**config.mk**
```make
export PLATFORM = sky130hd
export DESIGN_NAME = arbitro_rr_4
export DESIGN_NICKNAME = d
export VERILOG_FILES = /design/src/rtl/arbitro_pkg.sv /design/src/rtl/arbitro_rr_4_prioridad.sv /design/src/rtl/arbitro_rr_4.sv
export SDC_FILE = /design/constraint.sdc
export NUM_CORES = 1
export LEC_CHECK = 0
export BUFFER_PORTS_ARGS = -buffer_cell sky130_fd_sc_hd__buf_2
export CORE_ASPECT_RATIO = 0.6
export CORE_MARGIN = 1
export CORE_UTILIZATION = 31
export CTS_CLUSTER_DIAMETER = 200
export CTS_CLUSTER_SIZE = 14
export DETAILED_ROUTE_END_ITERATION = 8
export PLACE_DENSITY_LB_ADDON = 0.2
export SKIP_CTS_REPAIR_TIMING = 1
export SYNTH_ARGS = -nofsm -noshare
export SYNTH_HDL_FRONTEND = slang
export SYNTH_SLANG_ARGS = --single-unit
export TNS_END_PERCENT = 30
```
**constraint.sdc**
```tcl
create_clock -name clk -period 1.6 [get_ports clk]
set_input_delay 0.08 -clock clk [delete_from_list [all_inputs] [get_ports clk]]
set_output_delay 0.08 -clock clk [all_outputs]
set_load 0.02 [all_outputs]
```
**src/rtl/arbitro_pkg.sv**
```systemverilog
// Shared types and helpers for the four-way round-robin arbiter.
// Purely declarative: no logic, no latency, no flow control.
package arbitro_pkg;

    localparam int N_REQ = 4;
    localparam int SEL_W = 2;

    typedef enum logic {
        IDLE  = 1'b0,
        GRANT = 1'b1
    } estado_t;

    function automatic logic [N_REQ-1:0] onehot(input logic [SEL_W-1:0] idx);
        logic [N_REQ-1:0] v;
        v      = '0;
        v[idx] = 1'b1;
        return v;
    endfunction

endpackage

```
**src/rtl/arbitro_rr_4_prioridad.sv**
```systemverilog
// Rotating priority search: first set bit of req scanning upward from inicio, wrapping.
// Purely combinational, zero latency; no flow control of its own.
module prioridad_rr
    import arbitro_pkg::*;
(
    input  logic [N_REQ-1:0] req,
    input  logic [SEL_W-1:0] inicio,
    output logic             hay,
    output logic [SEL_W-1:0] gan
);

    logic [SEL_W-1:0] idx;

    // Scan from the farthest offset down so the nearest requester overwrites the result.
    always_comb begin
        hay = 1'b0;
        gan = inicio;
        idx = '0;
        for (int k = N_REQ - 1; k >= 0; k--) begin
            idx = inicio + SEL_W'(k);
            if (req[idx]) begin
                hay = 1'b1;
                gan = idx;
            end
        end
    end

endmodule

```
**src/rtl/arbitro_rr_4.sv**
```systemverilog
// Round-robin arbiter for a shared 4:1 mux / 1:4 demux with a per-owner burst quota.
// One cycle from req to registered grant/S/valid; owner keeps the path until it drops or hits MAX_CICLOS.
module arbitro_rr_4
    import arbitro_pkg::*;
#(
    parameter int MAX_CICLOS = 4
) (
    input  logic             clk,
    input  logic             rst_n,
    input  logic [N_REQ-1:0] req,
    output logic [N_REQ-1:0] grant,
    output logic [SEL_W-1:0] S,
    output logic             valid
);

    localparam int CW = (MAX_CICLOS < 2) ? 1 : $clog2(MAX_CICLOS + 1);

    estado_t          state_q, state_d;
    logic [N_REQ-1:0] grant_q, grant_d;
    logic [SEL_W-1:0] s_q, s_d;
    logic             valid_q, valid_d;
    logic [SEL_W-1:0] ult_q, ult_d;
    logic [CW-1:0]    cnt_q, cnt_d;

    logic [SEL_W-1:0] inicio;
    logic             hay;
    logic [SEL_W-1:0] gan;
    logic             conserva;

    // While granted, ult equals the owner, so one search from ult+1 covers both idle and release.
    assign inicio = ult_q + SEL_W'(1);

    prioridad_rr u_prioridad (
        .req    (req),
        .inicio (inicio),
        .hay    (hay),
        .gan    (gan)
    );

    assign conserva = (state_q == GRANT) && req[s_q] && (cnt_q < CW'(MAX_CICLOS - 1));

    always_comb begin
        state_d = state_q;
        grant_d = grant_q;
        s_d     = s_q;
        valid_d = valid_q;
        ult_d   = ult_q;
        cnt_d   = cnt_q;
        if (conserva) begin
            cnt_d = cnt_q + CW'(1);
        end else if (hay) begin
            state_d = GRANT;
            grant_d = onehot(gan);
            s_d     = gan;
            valid_d = 1'b1;
            ult_d   = gan;
            cnt_d   = '0;
        end else begin
            state_d = IDLE;
            grant_d = '0;
            valid_d = 1'b0;
            cnt_d   = '0;
        end
    end

    always_ff @(posedge clk or negedge rst_n) begin
        if (!rst_n) begin
            state_q <= IDLE;
            grant_q <= '0;
            s_q     <= '0;
            valid_q <= 1'b0;
            ult_q   <= SEL_W'(N_REQ - 1);
            cnt_q   <= '0;
        end else begin
            state_q <= state_d;
            grant_q <= grant_d;
            s_q     <= s_d;
            valid_q <= valid_d;
            ult_q   <= ult_d;
            cnt_q   <= cnt_d;
        end
    end

    assign grant = grant_q;
    assign S     = s_q;
    assign valid = valid_q;

endmodule

```
; Word-level counts from Yosys, hierarchy flattened
; Index checks and enable logic that the tools add are counted.
[word_totals]
ff_bits = 12
in_bits = 6
out_inout_bits = 7
word_cells = 46
[op_classes]
add_sub_neg = 5
order_cmp = 8
muxes = 23
n_bitwise = 1
n_reduce_logical = 4
[op_table]
columns = cell, n
row1 = $lt 2x3->1 const B, 6
row2 = $mux 1, 11
row3 = $bmux 1 s2, 5
row4 = $mux 2, 4
row5 = $add 2x1->2 const B, 2
row6 = $add 2x2->2 const B, 2
row7 = $mux 4, 1
row8 = $add 3x1->3 const B, 1
row9 = $logic_and 1x1->1, 3
row10 = $lt 3x2->1 const B, 1
row11 = $mux 3, 1
row12 = $demux 1 s2, 1
row13 = $ge 2x1->1 const B, 1
row14 = $reduce_and 2->1, 1
row15 = $not 1->1, 1

; Logic depth before layout (Yosys ltp)
; Gate-level depths: netlist of run 1.
[depth]
word_depth = 13
ltp_mapped = 6
mapped_depth_nobuf = 4

; By module
; A second synthesis of run 1 with hierarchy kept.
[hier_totals]
cells_unflattened = 66
area_unflattened_um2 = 720.7
[modules_own_cells]
columns = module, n_inst, cells_each, area_per_inst_um2, seq_area_each_um2
row1 = arbitro_rr_4, 1, 50, 620.6, 302.8
row2 = prioridad_rr, 1, 16, 100.1, 0.0

; Worst setup path after synthesis of run 1
; Ideal clock, no wire load.
[synth_timing]
kind = reg-to-reg
startpoint = reg s_q[0], in the netlist S[0]
endpoint = reg s_q[1], in the netlist S[1]
setup_time_ns = 0.125
arrival_ns = 1.758
required_ns = 1.475
setup_slack_ns = -0.284
path_stages_with_launch = 6
n_path_buf = 1
period_less_slack_ns = 1.884
path_cell_list = dfrtp_1 -> mux4_2 -> and4b_1 -> buf_6 -> a21oi_4 -> mux2_4
[synth_between]
elab_chain_cells = 6
[synth_lines]
columns = element, line
row1 = from (decl), arbitro_rr_4.sv:20  ; logic [SEL_W-1:0] s_q, s_d;
row2 = from (signal assigned), arbitro_rr_4.sv:70  ; s_q <= '0;
row3 = from (signal assigned), arbitro_rr_4.sv:77  ; s_q <= s_d;
row4 = $bmux 1 s2, arbitro_rr_4.sv:40  ; assign conserva = (state_q == GRANT) && req[s_q] && (cnt_q < CW'(MAX_CICLOS - 1));
row5 = $mux 1 (not written as such), arbitro_rr_4.sv:40
row6 = $logic_and 1x1->1 (2 in series), arbitro_rr_4.sv:40
row7 = $not 1->1 (no source line), n/a
row8 = $reduce_and 2->1 (no source line), n/a
; Every way passes these cells. The select of a mux whose other input is x is not followed.
; A chain may end at the register's enable or synchronous reset.

; Final worst setup path of run 1
; Ends and elaborated chain as after synthesis.

==> results of run 1 <==
cell usage after synthesis, types with 2 or more instances:
cell / n / area (µm²)
dfrtp_1: 10 / 250.2
nand2_1: 6 / 22.52
buf_6: 5 / 56.30
nor2_1: 4 / 15.01
a2bb2oi_1: 3 / 26.28
and2_2: 3 / 22.52
inv_1: 3 / 11.26
o21ai_0: 3 / 15.01
a31o_2: 2 / 17.52
dfstp_2: 2 / 52.55
mux2_4: 2 / 30.03
o22ai_1: 2 / 12.51
state kept, by name, summed over array words and instances, names as in the netlist:
register,count
cnt_q,3
ult_q,2
grant,4
valid,1
S,2
critical path, stage by stage (launching register included):
cell and delay, ps:
dfrtp_2 370, mux4_2 490, and4b_2 280, a21oi_4 180, mux2_4 310
cell families after synthesis:
family | after synthesis
flops | 12
simple gates | 17
mux | 4
xor+xnor | 1
fa+ha+maj | 1
compound gates | 20
buf+inv | 9
worst min path at each step:
stage	to	startpoint	cells past startpoint
after detailed placement	grant[1]$_DFFE_PN0N_	rst_n	1
after floorplan	S[0]$_DFFE_PN0P_	rst_n	0
after global placement	grant[1]$_DFFE_PN0N_	rst_n	1
after global routing	valid$_DFFE_PN0N_	req[2]	4
final	valid$_DFFE_PN0N_	req[2]	4
after CTS	grant[1]$_DFFE_PN0N_	rst_n	1
layout make-up:
cell class	instances	area, µm²
inverter	3	11.26
multi-input combinational	43	357.8
tap	28	35.03
clock buffer	4	55.05
timing repair buffer	25	160.2
sequential	12	304.0
fill	192	1074
metrics by stage:
| stage | hold WS, ps | std cells | power, mW |
|---|---|---|---|
| 6_report | 244.7 | 115 | 1.871 |
| 5_1_grt | 270.2 | 115 | 2.000 |
| 4_1_cts | -285.0 | 114 | 1.804 |
| 3_5_place_dp | -22.17 | 110 | 1.464 |
| 3_3_place_gp | -26.33 | 110 | 1.459 |
| 2_1_floorplan | -215.6 | 64 | 1.176 |
power breakdown:
| group | internal (mW) | switching (mW) |
|---|---|---|
| Combinational | 0.529 | 0.459 |
| Clock | 0.217 | 0.114 |
| Sequential | 0.444 | 0.107 |
layer usage:
metal	part of all wire (%)	track usage (%)	vias up
met5	0	0	-
met4	1.2	6.818	0
met3	7.1	6.176	4
met2	39	20.74	21
met1	53	20.81	280
li1	-	-	274
==> results.ini, run 1 <==
[setup_path]
rr_startpoint = S[0]$_DFFE_PN0P_
arrival_ps = 1870
worstPathMaxFanout = 7
reg2regPathDepth = 4
crit_type = flop to flop
cp-endpoint = S[1]$_DFFE_PN0P_
required_ps = 1730
cp-end-kind = flop
rrSetupSlack_ps = -140
cp-start-kind = flop
timing.rr.end = S[1]$_DFFE_PN0P_
crit_start = S[0]$_DFFE_PN0P_

[logic_synthesis]
netlist-cell-type-count = 31
synth_compound_area_share_pct = 22.61
muxShareOfSynthArea_pct = 8.834
syn_nets = 71
synthSimpleGateAreaFrac_pct = 12.54
synth_warnings = 0
syn-mean-instance-area_um2 = 11.07
synth_xor_area_share_pct = 1.237
synthCells = 64
synth_top_family_by_area = compound AO/OA/AOI/OAI gates
synth_seq_area_share_pct = 42.76
synth_edf_count = 0
synth_fa_ha_area_share_pct = 1.767
syn-cell-area_um2 = 708.2
synthArstFlopShare_pct = 100.0
synth_seq_cells = 12
synth_flop_cell = dfrtp_1

[routing]
drt-initial-drc-count = 45
ant_nets = 0
wl_per_cell_um = 13.84
vias_per_cell = 5.035
vias = 579
drt_first_pass_iters = 4
drc = 0
routed_wl_um = 1592

[global_routing]
track_usage_pct = 15.28
grt_overflow = 0
grt_pass1_wl_um = 2580
grt_max_degree = 13
grt_antenna_before_repair = 0
grt_pass1_vias = 530

[cells_and_area]
nets = 95
drive_above_1_share_pct = 54.02
final_cell_mix = buf_2 (12), buf_4 (12), dfrtp_1 (9), nand2_1 (6)
post-route-util_pct = 46.24
fin_area_um2 = 923.4
num_antenna_cells = 0
area_growth_syn_to_layout_pct = 30.39

[sta]
hold_violations = 0
fin_setup_tns_ps = -461.4
setup_viol = 8
timing_worst_slew_pin_value_ps = 448.9
fmax_ghz = 0.5739
clock_skew_ps = 3.298
fin_crit_ps = 1743
slew_violations = 0
setup_ws_ps = -142.5
rsz0062_at_grt = true
relSlewSlack_pct = 70.07
finalCritPeriodShare_pct = 108.9

[die]
chipWidth_um = 63.71
initial_core_util_pct = 35.46
die_y_um = 39.02
num_rows = 12
coreArea_mm2 = 0.001997
die-area_mm2 = 0.002486
io_pins = 13

[run_status]
violations = negative setup slack
status = finished with violations

[clocking]
htreeDepth = 1
cts_tree = yes
cts_root_buffer = clkbuf_8
clk_latency_ps = 240
cts.sinks = 12
cts_max_path_buffers = 2
clkSlewWorstSetupHoldPaths_ps = 50
numCtsBuffers = 3

[placed_design]
port_buffers = 12
place_ws_ps = -168.4
routabilityCongestion = 0.7479
place_area_um2 = 833.3
dp_hpwl_um = 1206

[power_and_ir_drop]
power.leakage_nw = 0.4300
power.density_mw_per_mm2 = 2026
vdd_drop_max_mv = 0.6846

[min_path]
hold_path.class = input port to flop

[job]
maxCapViolCount = 0

Power figures use the tool's default switching activity.
==> inputs of run 2 (changes only) <==
--- a/config.mk
+++ b/config.mk
@@ -5,16 +5,17 @@
 export SDC_FILE = /design/constraint.sdc
 export NUM_CORES = 1
 export LEC_CHECK = 0
-export BUFFER_PORTS_ARGS = -buffer_cell sky130_fd_sc_hd__buf_2
 export CORE_ASPECT_RATIO = 0.6
 export CORE_MARGIN = 1
 export CORE_UTILIZATION = 31
 export CTS_CLUSTER_DIAMETER = 200
 export CTS_CLUSTER_SIZE = 14
 export DETAILED_ROUTE_END_ITERATION = 8
+export DONT_BUFFER_PORTS = 1
 export PLACE_DENSITY_LB_ADDON = 0.2
 export SKIP_CTS_REPAIR_TIMING = 1
 export SYNTH_ARGS = -nofsm -noshare
 export SYNTH_HDL_FRONTEND = slang
+export SYNTH_HIERARCHICAL = 1
 export SYNTH_SLANG_ARGS = --single-unit
 export TNS_END_PERCENT = 30
==> constraint.sdc (replaced) <==
create_clock -name clk -period 1.95 [get_ports clk]
set_input_delay 0.0975 -clock clk [delete_from_list [all_inputs] [get_ports clk]]
set_output_delay 0.0975 -clock clk [all_outputs]
set_load 0.02 [all_outputs]
==> results.ini, run 2 <==
[power_and_ir_drop]
power.leakage_nw = 0.4176  ; -2.9%
power.density_mw_per_mm2 = 1852  ; -8.6%
vdd_drop_max_mv = 0.7905  ; +15%
power_mw = 1.620  ; -13%

[sta]
fin_crit_ps = 1980  ; +237.2 ps
slew_violations = 0  ; unchanged
finalCritPeriodShare_pct = 101.5  ; -7.4 points
clock_skew_ps = 4.782  ; +1.485 ps
fmax_ghz = 0.5051  ; -12%
hold-worst-slack_ps = 90.77  ; -153.9 ps
setup_viol = 2  ; -6
timing_worst_slew_pin_value_ps = 538.9  ; +89.96 ps
hold_violations = 0  ; unchanged
rsz0062_at_grt = true
relSlewSlack_pct = 63.96  ; -6.1 points
setup_ws_ps = -29.73  ; +112.8 ps

[job]
maxCapViolCount = 0  ; unchanged

[cells_and_area]
final_cell_mix = dfrtp_1 (10), nor2_1 (7), inv_1 (6), mux2_4 (5), buf_4 (5)
final_common_cell = dfrtp_1
drive_above_1_share_pct = 36.00  ; -18 points
area_growth_syn_to_layout_pct = 21.35
largest_register_ffs = 4  ; unchanged
nets = 83  ; -13%
num_antenna_cells = 0  ; unchanged

[die]
die_y_um = 39.35  ; +0.85%
coreArea_mm2 = 0.002180  ; +9.1%
initial_core_util_pct = 33.07  ; -2.4 points
io_pins = 13  ; unchanged
chipWidth_um = 64.25  ; +0.85%
num_rows = 13  ; +1
die-area_mm2 = 0.002528  ; +1.7%

[routing]
vias_per_cell = 4.657  ; -7.5%
drt-initial-drc-count = 14  ; -69%
drt_first_pass_iters = 2  ; -2
vias = 489  ; -16%
drc = 0  ; unchanged
wl_per_cell_um = 13.59  ; -1.8%
ant_nets = 0  ; unchanged
routed_wl_um = 1427  ; -10%

[logic_synthesis]
syn-mean-instance-area_um2 = 10.92  ; -1.3%
synth_edf_count = 0  ; unchanged
synth_xor_area_share_pct = 1.215  ; -0.021 points
synth_seq_cells = 12  ; unchanged
yosysMostFrequentCell = dfrtp_1
netlist_top_cells_area = dfrtp_1 (35%), mux2_4 (10%), dfstp_2 (7.3%)
synth_flop_cell = dfrtp_1
synthSimpleGateAreaFrac_pct = 19.97  ; +7.4 points
yosysTopAreaCellShare_pct = 34.72  ; -0.61 points
synthArstFlopShare_pct = 100.0  ; unchanged
synth_compound_area_share_pct = 13.02  ; -9.6 points
synth_warnings = 6  ; +6
synth_top_family_by_area = simple AND/OR/NAND/NOR gates
syn_nets = 73  ; +2.8%
synthCells = 66  ; +3.1%
synth_commonest_cells = dfrtp_1 (10), inv_1 (7), nor2_1 (7)
synth_fa_ha_area_share_pct = 1.736  ; -0.031 points
syn-cell-area_um2 = 720.7  ; +1.8%
muxShareOfSynthArea_pct = 16.84  ; +8.0 points
yosys.area.top_type = dfrtp_1
synth_seq_area_share_pct = 42.01  ; -0.74 points
netlist-cell-type-count = 29  ; -6.5%

[min_path]
holdCritStartpoint = req[1]
hold_path.class = input port to flop
min_path_cells = 2  ; -2
hold_end = S[0]$_DFFE_PN0P_

[setup_path]
cp-end-kind = flop
reg2regPathDepth = 7  ; +3
rr_startpoint = ult_q[1]$_DFFE_PN1P_
arrival_ps = 2100  ; +230 ps
crit_type = flop to flop
rrSetupSlack_ps = -30  ; +110 ps
cp-start-kind = flop
required_ps = 2070  ; +340 ps
worstPathMaxFanout = 5  ; -2
timing.rr.end = grant[0]$_DFFE_PN0N_

[placed_design]
dp_hpwl_um = 1062  ; -12%
routabilityCongestion = 0.6918  ; -7.5%
port_buffers = 0  ; -12

[clocking]
clkSlewWorstSetupHoldPaths_ps = 50  ; about the same
htreeDepth = 1  ; unchanged
cts.sinks = 12  ; unchanged
numCtsBuffers = 3  ; unchanged
cts_tree = yes
cts_max_path_buffers = 2  ; unchanged
cts_root_buffer = clkbuf_8
clk_latency_ps = 240  ; about the same

[global_routing]
grt_overflow = 0  ; unchanged
grt_pass1_wl_um = 2283  ; -12%
grt_antenna_before_repair = 0  ; unchanged
grt_pass1_vias = 478  ; -9.8%
grt_max_degree = 13  ; unchanged
track_usage_pct = 13.30  ; -2.0 points

[run_status]
violations = negative setup slack
status = finished with violations

[run 2: changes by cell type in the layout (fill, tap and decap cells not counted), moves of 2 or more]
cell and delta:
a2bb2oi_2 -2, a31o_2 -2, and2_2 -3, and2b_2 +2
and3_1 +2, buf_2 -12, buf_4 -7, inv_1 +3
mux2_4 +3, nand2_1 -3, nand2b_1 +2, nor2_1 +3
[run 2: per-stage QoR]
step	setup WS (ps)	cell area (µm²)	setup TNS, ps	std cells	util (%)
final	-29.73	874.6	-45.07	105	40.13
after floorplan	66.07	720.7	0	66	-
after CTS	-72.10	839.6	-125.5	104	38.52
after global routing	-89.25	874.6	-263.2	105	40.13
after global placement	-37.41	784.5	-70.06	100	35.99
after detailed placement	-51.48	784.5	-93.76	100	35.99
[run 2: routing by layer]
| metal | GRT usage (%) | vias up | routed length, µm |
|---|---|---|---|
| met1 | 18.09 | 229 | 730 |
| li1 | - | 246 | - |
| met3 | 7.849 | 2 | 113 |
| met4 | 3.333 | 0 | 8 |
| met2 | 17.11 | 12 | 575 |
| met5 | 0 | - | 0 |
[run 2: cells by family (layout without fill, tap and decap cells)]
| kind of cell | Yosys count | in the layout |
|---|---|---|
| buffers and inverters | 8 | 17 |
| adders and majority gates | 1 | 1 |
| and+or+nand+nor | 25 | 25 |
| xor gates and xnor gates | 1 | 1 |
| DFF | 12 | 12 |
| AOI/OAI and AO/OA | 11 | 11 |
| muxes | 8 | 8 |
[run 2: how the worst max path moves through the flow]
| stage | startpoint | slack [ps] | cells past startpoint | to |
|---|---|---|---|---|
| final | ult_q[1]$_DFFE_PN1P_ | -30 | 7 | grant[0]$_DFFE_PN0N_ |
| after floorplan | ult_q[0]$_DFFE_PN1P_ | 70 | 7 | grant[0]$_DFFE_PN0N_ |
| after global routing | ult_q[1]$_DFFE_PN1P_ | -90 | 7 | grant[0]$_DFFE_PN0N_ |
| after detailed placement | ult_q[1]$_DFFE_PN1P_ | -50 | 7 | grant[0]$_DFFE_PN0N_ |
| after global placement | ult_q[1]$_DFFE_PN1P_ | -40 | 7 | grant[0]$_DFFE_PN0N_ |
| after CTS | ult_q[1]$_DFFE_PN1P_ | -70 | 7 | grant[0]$_DFFE_PN0N_ |
[run 2: final cells by class]
type | count | area, µm²
clock buffer | 4 | 55.05
inverter | 7 | 26.28
tap | 30 | 37.54
timing repair buffer | 6 | 47.55
fill | 229 | 1305
multi-input combinational | 46 | 405.4
sequential | 12 | 302.8
[run 2: power by group]
part | switching, mW | total [mW] | internal, mW
Sequential | 0.145 | 0.512 | 0.367
Clock | 0.0908 | 0.269 | 0.178
Combinational | 0.377 | 0.839 | 0.462
[run 2: worst max-delay path, cell delays in order (launching register included)]
cell     delay [ps]
dfstp_2         580
xor2_4          100
and3b_1         170
or4_4           480
nand2_2         100
inv_2            40
and3_1          130
mux2_4          250
==> inputs of run 3 (changes only) <==
--- a/config.mk
+++ b/config.mk
@@ -14,6 +14,7 @@
 export DONT_BUFFER_PORTS = 1
 export PLACE_DENSITY_LB_ADDON = 0.2
 export SKIP_CTS_REPAIR_TIMING = 1
+export SKIP_LAST_GASP = 1
 export SYNTH_ARGS = -nofsm -noshare
 export SYNTH_HDL_FRONTEND = slang
 export SYNTH_HIERARCHICAL = 1
==> results.ini, run 3 (same netlist as run 2, synthesis figures left out) <==
[cells_and_area]
largest_register_ffs = 4  ; unchanged
instances_no_fill = 105  ; unchanged
fill_cells = 229  ; unchanged
final_common_cell = dfrtp_1
nets = 83  ; unchanged
area_growth_syn_to_layout_pct = 21.35  ; unchanged
multi_input_area_um2 = 405.4  ; unchanged
final_cell_mix = dfrtp_1 (10), nor2_1 (7), inv_1 (6), mux2_4 (5), buf_4 (5)
post-route-util_pct = 40.13  ; unchanged
regArea_um2 = 302.8  ; unchanged
drive_above_1_share_pct = 36.00  ; unchanged
fin_area_um2 = 874.6  ; unchanged
num_antenna_cells = 0  ; unchanged

[global_routing]
grt_pass1_wl_um = 2283  ; unchanged
grt_overflow = 0  ; unchanged
grt_pass1_vias = 478  ; unchanged
track_usage_pct = 13.30  ; unchanged
grt_max_degree = 13  ; unchanged
grt_antenna_before_repair = 0  ; unchanged

[sta]
setup_ws_ps = -29.73  ; unchanged
fin_setup_tns_ps = -45.07  ; unchanged
hold_violations = 0  ; unchanged
clock_skew_ps = 4.782  ; unchanged
rsz0062_at_grt = true
relSlewSlack_pct = 63.96  ; unchanged
slew_violations = 0  ; unchanged
finalCritPeriodShare_pct = 101.5  ; unchanged
timing_worst_slew_pin_value_ps = 538.9  ; unchanged
setup_viol = 2  ; unchanged
fmax_ghz = 0.5051  ; unchanged
fin_crit_ps = 1980  ; unchanged

[power_and_ir_drop]
clkPwrFrac_pct = 16.6  ; about the same
p_int_mw = 1.008  ; unchanged
combPwrFrac_pct = 51.8  ; about the same
switching_share_pct = 37.80  ; unchanged
vdd_drop_max_mv = 0.7905  ; unchanged
switchingPower_uw = 612.2  ; unchanged
power.leakage_nw = 0.4176  ; unchanged
power.density_mw_per_mm2 = 1852  ; unchanged
sequentialPowerShare_pct = 31.6  ; about the same

[routing]
routed_wl_um = 1427  ; unchanged
drt-initial-drc-count = 14  ; unchanged
drc = 0  ; unchanged
wl_per_cell_um = 13.59  ; unchanged
ant_nets = 0  ; unchanged
vias = 489  ; unchanged
vias_per_cell = 4.657  ; unchanged
drt_first_pass_iters = 2  ; unchanged

[setup_path]
required_ps = 2070  ; about the same
rr_startpoint = ult_q[1]$_DFFE_PN1P_
cp-endpoint = grant[0]$_DFFE_PN0N_
cp-end-kind = flop
crit_start = ult_q[1]$_DFFE_PN1P_
arrival_ps = 2100  ; about the same
crit_type = flop to flop
rrSetupSlack_ps = -30  ; about the same
worstPathMaxFanout = 5  ; unchanged
cp-start-kind = flop
timing.rr.end = grant[0]$_DFFE_PN0N_
reg2regPathDepth = 7  ; unchanged

[die]
chipWidth_um = 64.25  ; unchanged
io_pins = 13  ; unchanged
initial_core_util_pct = 33.07  ; unchanged
die_y_um = 39.35  ; unchanged
num_rows = 13  ; unchanged
die-area_mm2 = 0.002528  ; unchanged
coreArea_mm2 = 0.002180  ; unchanged

[placed_design]
placed_cells = 100  ; unchanged
dp_hpwl_um = 1062  ; unchanged
place_area_um2 = 784.5  ; unchanged
port_buffers = 0  ; unchanged
routabilityCongestion = 0.6918  ; unchanged

[clocking]
clk_latency_ps = 240  ; about the same
htreeDepth = 1  ; unchanged
cts_tree = yes
numCtsBuffers = 3  ; unchanged
cts_root_buffer = clkbuf_8
cts_max_path_buffers = 2  ; unchanged
cts.sinks = 12  ; unchanged
clkSlewWorstSetupHoldPaths_ps = 50  ; about the same

[run_status]
status = finished with violations
violations = negative setup slack

[min_path]
hold_path.class = input port to flop

[job]
maxCapViolCount = 0  ; unchanged

run 3: cell counts in the layout (fill, tap and decap cells not counted):
Identical to the previous run, type by type.
run 3: area by class of cell:
| class | instances | share of cell area, % |
|---|---|---|
| inverters | 7 | 3.004 |
| well taps | 30 | 4.292 |
| flip-flops and latches | 12 | 34.62 |
| multi-input cells | 46 | 46.35 |
| clock buffers | 4 | 6.295 |
| repair buffers | 6 | 5.436 |
run 3: metrics by stage:
stage | hold slack, ps | worst slack (ps) | total power [mW]
finish | 90.77 | -29.73 | 1.620
global route | 114.2 | -89.25 | 1.740
CTS | -459.7 | -72.10 | 1.567
detailed placement | -197.8 | -51.48 | 1.283
global placement | -197.9 | -37.41 | 1.281
floorplan | -198.1 | 66.07 | 1.098
run 3: how the worst min path moves through the flow:
| stage | from | endpoint | slack (ps) | cells past startpoint |
|---|---|---|---|---|
| 2_1_floorplan | rst_n | S[0]$_DFFE_PN0P_ | -200 | 0 |
| 3_3_place_gp | rst_n | cnt_q[2]$_DFF_PN0_ | -200 | 0 |
| 3_5_place_dp | rst_n | valid$_DFFE_PN0N_ | -200 | 0 |
| 4_1_cts | rst_n | cnt_q[2]$_DFF_PN0_ | -460 | 0 |
| 5_1_grt | req[1] | S[0]$_DFFE_PN0P_ | 110 | 2 |
| 6_report | req[1] | S[0]$_DFFE_PN0P_ | 90 | 2 |
run 3: routing by layer:
layer	routed length (µm)	track usage, %
met5	0	0
met4	8	3.333
met3	113	7.849
met2	575	17.11
met1	730	18.09
run 3: power by group through the flow:
stage	sequential (mW)	clock [mW]	combinational [mW]
6_report	0.512	0.269	0.839
3_3_place_gp	0.493	0	0.788
5_1_grt	0.526	0.288	0.926
4_1_cts	0.490	0.277	0.800
2_1_floorplan	0.498	0	0.600
3_5_place_dp	0.495	0	0.789
run 3: worst max-delay path: stages (launching register included):
cell and delay (ps):
dfstp_2 580, xor2_4 100, and3b_1 170, or4_4 480, nand2_2 100, inv_2 40
and3_1 130, mux2_4 250
